`config.mk`:
```
export PLATFORM = sky130hd
export DESIGN_NAME = pcm_sample_mixer_flat
export DESIGN_NICKNAME = d
export VERILOG_FILES = /design/src/rtl/pcm_sample_mixer_if.sv /design/src/rtl/pcm_sample_mixer.sv /design/src/flat_wrapper.sv
export SDC_FILE = /design/constraint.sdc
export NUM_CORES = 1
export LEC_CHECK = 0
export CAP_MARGIN = 20
export CORE_ASPECT_RATIO = 1.25
export CORE_UTILIZATION = 50
export DETAILED_ROUTE_END_ITERATION = 7
export GPL_TIMING_DRIVEN = 0
export PLACE_DENSITY = 0.78
export SETUP_SLACK_MARGIN = 0.1
export SYNTH_ARGS = -nofsm -noshare
export SYNTH_HDL_FRONTEND = slang
export SYNTH_SLANG_ARGS = --single-unit
```
`constraint.sdc`:
```
create_clock -name masterclk -period 6.8 [get_ports masterclk]
set_input_delay 2.04 -clock masterclk [delete_from_list [all_inputs] [get_ports masterclk]]
set_output_delay 2.04 -clock masterclk [all_outputs]
set_load 0.01 [all_outputs]
```
`src/rtl/pcm_sample_mixer_if.sv`:
```
// Valid/ready stream carrying mixed signed PCM samples from the mixer to the codec sink.
interface pcm_sample_mixer_if #(
  parameter int unsigned OUT_W = 16
);
  logic signed [OUT_W-1:0] pcm_data;
  logic                    pcm_valid;
  logic                    pcm_ready;

  modport master (output pcm_data, output pcm_valid, input pcm_ready);
  modport slave  (input pcm_data, input pcm_valid, output pcm_ready);
endinterface

```
`src/rtl/pcm_sample_mixer.sv`:
```
// Multi-channel PCM output stage: fractional sample-rate tick, snapshot, sequential gain/mix MAC,
// saturation and a first-word-fall-through output FIFO.
module pcm_sample_mixer #(
  parameter int unsigned NUM_CH     = 4,
  parameter int unsigned IN_W       = 8,
  parameter int unsigned GAIN_W     = 4,
  parameter int unsigned OUT_W      = 16,
  parameter int unsigned OUT_SHIFT  = 2,
  parameter int unsigned PHASE_W    = 24,
  parameter int unsigned PHASE_INC  = 13107,
  parameter int unsigned FIFO_DEPTH = 8
) (
  input  logic                         masterclk,
  input  logic                         rst,
  input  logic                         en,
  input  logic [NUM_CH*IN_W-1:0]       ch_data,
  input  logic [NUM_CH-1:0]            ch_mute,
  input  logic [NUM_CH*GAIN_W-1:0]     ch_gain,
  pcm_sample_mixer_if.master           pcm,
  output logic [$clog2(FIFO_DEPTH):0]  fifo_level,
  output logic [7:0]                   drop_cnt
);
  localparam int unsigned IDX_W = (NUM_CH > 1) ? $clog2(NUM_CH) : 1;
  localparam int unsigned ACC_W = IN_W + GAIN_W + $clog2(NUM_CH) + 2;
  localparam int unsigned SH_W  = ACC_W + OUT_SHIFT;
  localparam int unsigned CMP_W = ((SH_W > OUT_W) ? SH_W : OUT_W) + 1;
  localparam int unsigned PTR_W = $clog2(FIFO_DEPTH);
  localparam int unsigned LVL_W = PTR_W + 1;
  localparam logic [IDX_W-1:0] LAST_IDX = IDX_W'(NUM_CH - 1);
  localparam logic [LVL_W-1:0] FULL_LVL = LVL_W'(FIFO_DEPTH);
  localparam logic signed [CMP_W-1:0] SAT_MAX = {{(CMP_W-OUT_W+1){1'b0}}, {(OUT_W-1){1'b1}}};
  localparam logic signed [CMP_W-1:0] SAT_MIN = {{(CMP_W-OUT_W+1){1'b1}}, {(OUT_W-1){1'b0}}};

  typedef enum logic [1:0] {StIdle, StAccum, StWrite} state_e;

  // Sample-rate tick: carry-out of the phase accumulator.
  logic [PHASE_W-1:0] phase_q;
  logic [PHASE_W:0]   phase_sum;
  logic               tick_q;

  assign phase_sum = {1'b0, phase_q} + (PHASE_W+1)'(PHASE_INC);

  always_ff @(posedge masterclk or posedge rst) begin
    if (rst) begin
      phase_q <= '0;
      tick_q  <= 1'b0;
    end else if (en) begin
      phase_q <= phase_sum[PHASE_W-1:0];
      tick_q  <= phase_sum[PHASE_W];
    end else begin
      tick_q  <= 1'b0;
    end
  end

  state_e                    state_q, state_d;
  logic [IDX_W-1:0]          idx_q, idx_d;
  logic signed [ACC_W-1:0]   acc_q, acc_d;
  logic [NUM_CH*IN_W-1:0]    data_q, data_d;
  logic [NUM_CH-1:0]         mute_q, mute_d;
  logic [NUM_CH*GAIN_W-1:0]  gain_q, gain_d;
  logic                      push_req, tick_drop;

  // Offset-binary to two's complement is an MSB flip.
  logic [IN_W-1:0]           cur_data;
  logic [GAIN_W-1:0]         cur_gain;
  logic signed [IN_W-1:0]    cur_s;
  logic signed [ACC_W-1:0]   s_ext, g_ext, term;

  assign cur_data = data_q[idx_q*IN_W +: IN_W];
  assign cur_gain = gain_q[idx_q*GAIN_W +: GAIN_W];
  assign cur_s    = {~cur_data[IN_W-1], cur_data[IN_W-2:0]};
  assign s_ext    = ACC_W'(cur_s);
  assign g_ext    = ACC_W'({1'b0, cur_gain});
  assign term     = mute_q[idx_q] ? '0 : s_ext * g_ext;

  logic signed [CMP_W-1:0] wide;
  logic signed [OUT_W-1:0] sat;

  assign wide = CMP_W'(acc_q) <<< OUT_SHIFT;

  always_comb begin
    sat = wide[OUT_W-1:0];
    if (wide > SAT_MAX) begin
      sat = SAT_MAX[OUT_W-1:0];
    end else if (wide < SAT_MIN) begin
      sat = SAT_MIN[OUT_W-1:0];
    end
  end

  always_comb begin
    state_d  = state_q;
    idx_d    = idx_q;
    acc_d    = acc_q;
    data_d   = data_q;
    mute_d   = mute_q;
    gain_d   = gain_q;
    push_req = 1'b0;
    unique case (state_q)
      StIdle: begin
        if (tick_q) begin
          data_d  = ch_data;
          mute_d  = ch_mute;
          gain_d  = ch_gain;
          acc_d   = '0;
          idx_d   = '0;
          state_d = StAccum;
        end
      end
      StAccum: begin
        acc_d = acc_q + term;
        idx_d = idx_q + IDX_W'(1);
        if (idx_q == LAST_IDX) begin
          state_d = StWrite;
        end
      end
      StWrite: begin
        push_req = 1'b1;
        state_d  = StIdle;
      end
      default: state_d = StIdle;
    endcase
    tick_drop = tick_q && (state_q != StIdle);
  end

  always_ff @(posedge masterclk or posedge rst) begin
    if (rst) begin
      state_q <= StIdle;
      idx_q   <= '0;
      acc_q   <= '0;
      data_q  <= '0;
      mute_q  <= '0;
      gain_q  <= '0;
    end else begin
      state_q <= state_d;
      idx_q   <= idx_d;
      acc_q   <= acc_d;
      data_q  <= data_d;
      mute_q  <= mute_d;
      gain_q  <= gain_d;
    end
  end

  logic [OUT_W-1:0]        mem_q [FIFO_DEPTH];
  logic [PTR_W-1:0]        wr_ptr_q, rd_ptr_q;
  logic [LVL_W-1:0]        level_q;
  logic signed [OUT_W-1:0] last_q;
  logic                    fifo_full, pop, push, full_drop;
  logic [7:0]              drop_q, drop_d;
  logic [9:0]              drop_sum;

  assign pcm.pcm_valid = (level_q != '0);
  assign fifo_full     = (level_q == FULL_LVL);
  assign pop           = pcm.pcm_valid & pcm.pcm_ready;
  // A pop in the same cycle frees the slot the push needs.
  assign push          = push_req & (~fifo_full | pop);
  assign full_drop     = push_req & ~push;
  // last_q keeps the output stable (and defined) while the FIFO is empty.
  assign pcm.pcm_data  = pcm.pcm_valid ? mem_q[rd_ptr_q] : last_q;
  assign fifo_level    = level_q;
  assign drop_cnt      = drop_q;

  assign drop_sum = {2'b00, drop_q} + {9'd0, tick_drop} + {9'd0, full_drop};
  assign drop_d   = (drop_sum > 10'd255) ? 8'hFF : drop_sum[7:0];

  always_ff @(posedge masterclk or posedge rst) begin
    if (rst) begin
      wr_ptr_q <= '0;
      rd_ptr_q <= '0;
      level_q  <= '0;
      last_q   <= '0;
      drop_q   <= '0;
    end else begin
      drop_q <= drop_d;
      if (push) begin
        wr_ptr_q <= wr_ptr_q + PTR_W'(1);
      end
      if (pop) begin
        rd_ptr_q <= rd_ptr_q + PTR_W'(1);
        last_q   <= mem_q[rd_ptr_q];
      end
      if (push && !pop) begin
        level_q <= level_q + LVL_W'(1);
      end else if (pop && !push) begin
        level_q <= level_q - LVL_W'(1);
      end
    end
  end

  always_ff @(posedge masterclk) begin
    if (push) begin
      mem_q[wr_ptr_q] <= sat;
    end
  end
endmodule
```
`src/flat_wrapper.sv`:
```
// flat-port wrapper written by rule: the top's interface ports become plain ports
module pcm_sample_mixer_flat 
#(
  parameter int unsigned NUM_CH     = 4,
  parameter int unsigned IN_W       = 8,
  parameter int unsigned GAIN_W     = 4,
  parameter int unsigned OUT_W      = 16,
  parameter int unsigned OUT_SHIFT  = 2,
  parameter int unsigned PHASE_W    = 24,
  parameter int unsigned PHASE_INC  = 13107,
  parameter int unsigned FIFO_DEPTH = 8
)
  (masterclk, rst, en, ch_data, ch_mute, ch_gain, fifo_level, drop_cnt, pcm_pcm_data, pcm_pcm_valid, pcm_pcm_ready);
  pcm_sample_mixer_if #(.OUT_W(OUT_W)) pcm_i ();
  input  logic masterclk;
  input  logic rst;
  input  logic en;
  input  logic [NUM_CH*IN_W-1:0] ch_data;
  input  logic [NUM_CH-1:0] ch_mute;
  input  logic [NUM_CH*GAIN_W-1:0] ch_gain;
  output logic [$clog2(FIFO_DEPTH):0] fifo_level;
  output logic [7:0] drop_cnt;
  output wire logic [$bits(pcm_i.pcm_data)-1:0] pcm_pcm_data;
  output wire logic [$bits(pcm_i.pcm_valid)-1:0] pcm_pcm_valid;
  input wire logic [$bits(pcm_i.pcm_ready)-1:0] pcm_pcm_ready;
  assign pcm_pcm_data = pcm_i.pcm_data;
  assign pcm_pcm_valid = pcm_i.pcm_valid;
  assign pcm_i.pcm_ready = pcm_pcm_ready;
  pcm_sample_mixer #(.NUM_CH(NUM_CH), .IN_W(IN_W), .GAIN_W(GAIN_W), .OUT_W(OUT_W), .OUT_SHIFT(OUT_SHIFT), .PHASE_W(PHASE_W), .PHASE_INC(PHASE_INC), .FIFO_DEPTH(FIFO_DEPTH)) u_core (.masterclk(masterclk), .rst(rst), .en(en), .ch_data(ch_data), .ch_mute(ch_mute), .ch_gain(ch_gain), .pcm(pcm_i), .fifo_level(fifo_level), .drop_cnt(drop_cnt));
endmodule
```
==> flow_metrics.py <==
metrics = {
    "timing": {
        "fin_setup_tns_ns": 0,
        "fin_crit_sh_pct": 93.1,
        "slew-limit-headroom_pct": 29.3,
        "setup_viol": 0,
        "slew_viol_final": 0,
        "worstMarginPinSlew_ns": 1.06,
        "max_freq_ghz": 0.158,
        "fin_crit_ns": 6.33,
        "hold_violations": 0,
        "clock_skew_ns": 0.00878,
        "rsz0062_at_grt": "no",
        "worst_slack_ns": 0.466,
        "hold_slack_ns": 0.464,
    },
    "clocking": {
        "path_clk_slew_ns": 0.06,
        "cts_tree": "yes",
        "ctsRootBufferMaster": "clkbuf_16",
        "cts_buffers": 25,
        "cts_max_path_buffers": 3,
        "post_cts_buffers": 0,
        "ctsHoldBuffers": 0,
        "cts_sinks": 250,
        "htreeDepth": 1,
        "clock_latency_ns": 0.52,
    },
    "yosys": {
        "async_reset_ff_share_pct": 52.0,
        "synth_cells": 992,
        "seq_area_frac_synth_pct": 54.4,
        "synth_ff_type": "dfrtp_1",
        "syn_avg_cell_area_um2": 12.7,
        "synth_cell_types": 61,
        "yosysWarnings": 0,
        "syn_area_mm2": 0.0126,
        "synth_nets": 1115,
        "synth-edff-count": 120,
        "ys_seq_elements": 250,
    },
    "run_status": {
        "status": "finished clean",
    },
    "routing": {
        "drt_iter0_markers": 363,
        "drc_errors": 0,
        "wirelength_um": 25100,
        "wl_per_cell_um": 17.2,
        "ant_nets": 0,
        "vias_per_cell": 5.47,
        "vias": 7971,
        "dr.pass1.iters": 5,
    },
    "cells_and_area": {
        "n_fill_cell": 1988,
        "layout-drive-gt1-share_pct": 14.5,
        "final_common_cell": "dfrtp_1",
        "syn_to_final_growth_pct": 17.4,
        "fin_nets": 1232,
        "layout_common_cells": "dfrtp_1 (130), edfxtp_1 (120), nor2_1 (86)",
        "diodes": 0,
        "final_util_pct": 60.0,
        "multi_input_area_mm2": 0.00541,
        "seq_area_mm2": 0.00686,
    },
    "global_route": {
        "antenna_found_initial": 0,
        "grt_usage_pct": 20.3,
        "grt_pass1_vias": 8219,
        "grt_pass1_wl_um": 41200,
        "grt_max_degree": 82,
        "grt_overflow": 0,
    },
    "floorplanning": {
        "die_area_mm2": 0.0259,
        "core_area_mm2": 0.0247,
        "row_count": 64,
        "dieHeight_um": 180,
        "dieWidth_um": 144,
        "top_level_ports": 85,
        "initial_core_util_pct": 51.1,
    },
    "place": {
        "io_buffers": 84,
        "gp_congestion": 0.825,
        "place_hpwl_um": 17700,
        "preCtsSetupSlack_ns": -0.0745,
    },
    "power": {
        "p_leak_uw": 0.00649,
        "peakVddDrop_uv": 172,
        "powerDensity_mw_per_mm2": 219,
    },
    "critical_path": {
        "path_class": "reg2reg",
        "critPathMaxFanout": 10,
        "critPathRequiredTime_ns": 7.21,
        "end_kind": "flip-flop",
        "crit_path_start_kind": "flip-flop",
        "max_stage_delay_ns": 0.54,
        "worstPathArrival_ns": 6.75,
        "critPathBufInv": 3,
        "path_common_cell": "ha_1",
        "crit_chain": "clkbuf_2 -> mux4_2 -> and2_1 -> ha_1 -> inv_1 -> fa_1 -> fa_1 -> inv_1 -> ha_1 -> a21oi_2 -> o21ai_0 -> and2_1 -> or4_1 -> nand2_1 -> xor2_1 -> nor2_1 -> ha_1 -> a21o_1 -> a21o_1 -> a31o_2 -> a21oi_1 -> nor3_1 -> or3_1 -> a32o_1",
        "cp_slowest_cell": "fa_1",
        "cp_top_family": "adder cells",
    },
    "min_path": {
        "hold_class": "reg2reg",
    },
    "job": {
        "max_cap_viol_count": 0,
    },
}
[where the power goes]
part / leakage [µW] / switching [µW] / internal [µW] / total, µW
clock network: 0.000400 / 558 / 795 / 1350
registers: 0.00315 / 60.0 / 1640 / 1700
logic: 0.00293 / 87.9 / 111 / 199
[logic make-up after synthesis]
logic type,synth area share (%)
multiplexers,13.9
adder cells (fa/ha/maj),7.78
AO/OA/AOI/OAI,6.49
AND/OR/NAND/NOR,10.1
flip-flops,54.4
buffers and inverters,2.89
XOR/XNOR,4.43
[metal layers]
layer	wire length, µm	GRT usage [%]
met2	13200	36.9
met1	10200	24.9
met5	0	0
met4	605	5.87
met3	1140	2.56
[repair_timing]
item,4_1_cts,5_1_grt
endpoints found under the hold margin,0,0
endpoints found under the setup margin,1,2
resized for setup,2,7
[cell type report]
class | count | share of cell area (%)
timing repair buffer | 90 | 6.32
clock inverter | 12 | 0.760
sequential | 250 | 46.3
buffer | 46 | 1.30
tap | 330 | 2.79
inverter | 48 | 1.25
clock buffer | 34 | 4.72
multi-input combinational | 648 | 36.6
[sequential cells by signal, summed over array words and instances, names as in the netlist]
name,cells
u_core.acc_q,16
u_core.data_q,32
u_core.drop_cnt,8
u_core.fifo_level,4
u_core.gain_q,16
u_core.idx_q,2
u_core.last_q,15
u_core.mem_q,120
u_core.mute_q,4
u_core.phase_q,24
u_core.rd_ptr_q,3
u_core.state_q,2
u_core.tick_q,1
u_core.wr_ptr_q,3
[synth_stat cells (3+ instances only)]
cell | number | area share [%]
buf_1 | 5 | 0.15
nand4_1 | 3 | 0.15
and2_1 | 25 | 1.2
a21oi_1 | 45 | 1.8
mux2i_1 | 16 | 1.3
mux2_2 | 55 | 4.9
o22ai_1 | 9 | 0.45
nor3_1 | 10 | 0.40
xor2_1 | 24 | 1.7
nor2_1 | 92 | 2.7
a32o_1 | 3 | 0.24
nor3b_1 | 3 | 0.18
mux4_2 | 41 | 7.3
a21o_1 | 12 | 0.71
inv_1 | 48 | 1.4
o211ai_1 | 5 | 0.30
a211o_1 | 4 | 0.28
clkbuf_1 | 39 | 1.2
nand3_1 | 8 | 0.32
xnor2_1 | 38 | 2.6
nand2b_1 | 12 | 0.60
nand2_1 | 84 | 2.5
ha_1 | 48 | 4.8
fa_1 | 19 | 3.0
or3_1 | 3 | 0.15
and3_1 | 7 | 0.35
edfxtp_1 | 120 | 29
o21ai_0 | 32 | 1.3
nand3b_1 | 5 | 0.30
dfrtp_1 | 130 | 26
nor2b_1 | 6 | 0.30
[final timing paths]
kind,start,to,slack [ns],depth (start not counted)
max,u_core.idx_q[1],u_core.acc_q[13],0.47,24
min,u_core.phase_q[23],u_core.phase_q[23],0.46,1
max reg2reg,u_core.idx_q[1],u_core.acc_q[13],0.47,24
min reg2reg,u_core.phase_q[23],u_core.phase_q[23],0.46,1
max in group asynchronous,rst,u_core.data_q[12],4.08,3
min in group asynchronous,rst,u_core.fifo_level[1],1.95,2
[per-stage QoR]
stage | instance area [µm²] | instances | total power (µW)
CTS | 14800 | 1458 | 3280
detailed placement | 14000 | 1412 | 1930
finish | 14800 | 1458 | 3250
floorplan | 12600 | 992 | 1860
global placement | 13900 | 1406 | 1920
global route | 14800 | 1458 | 3370
Power figures use the tool's default switching activity.
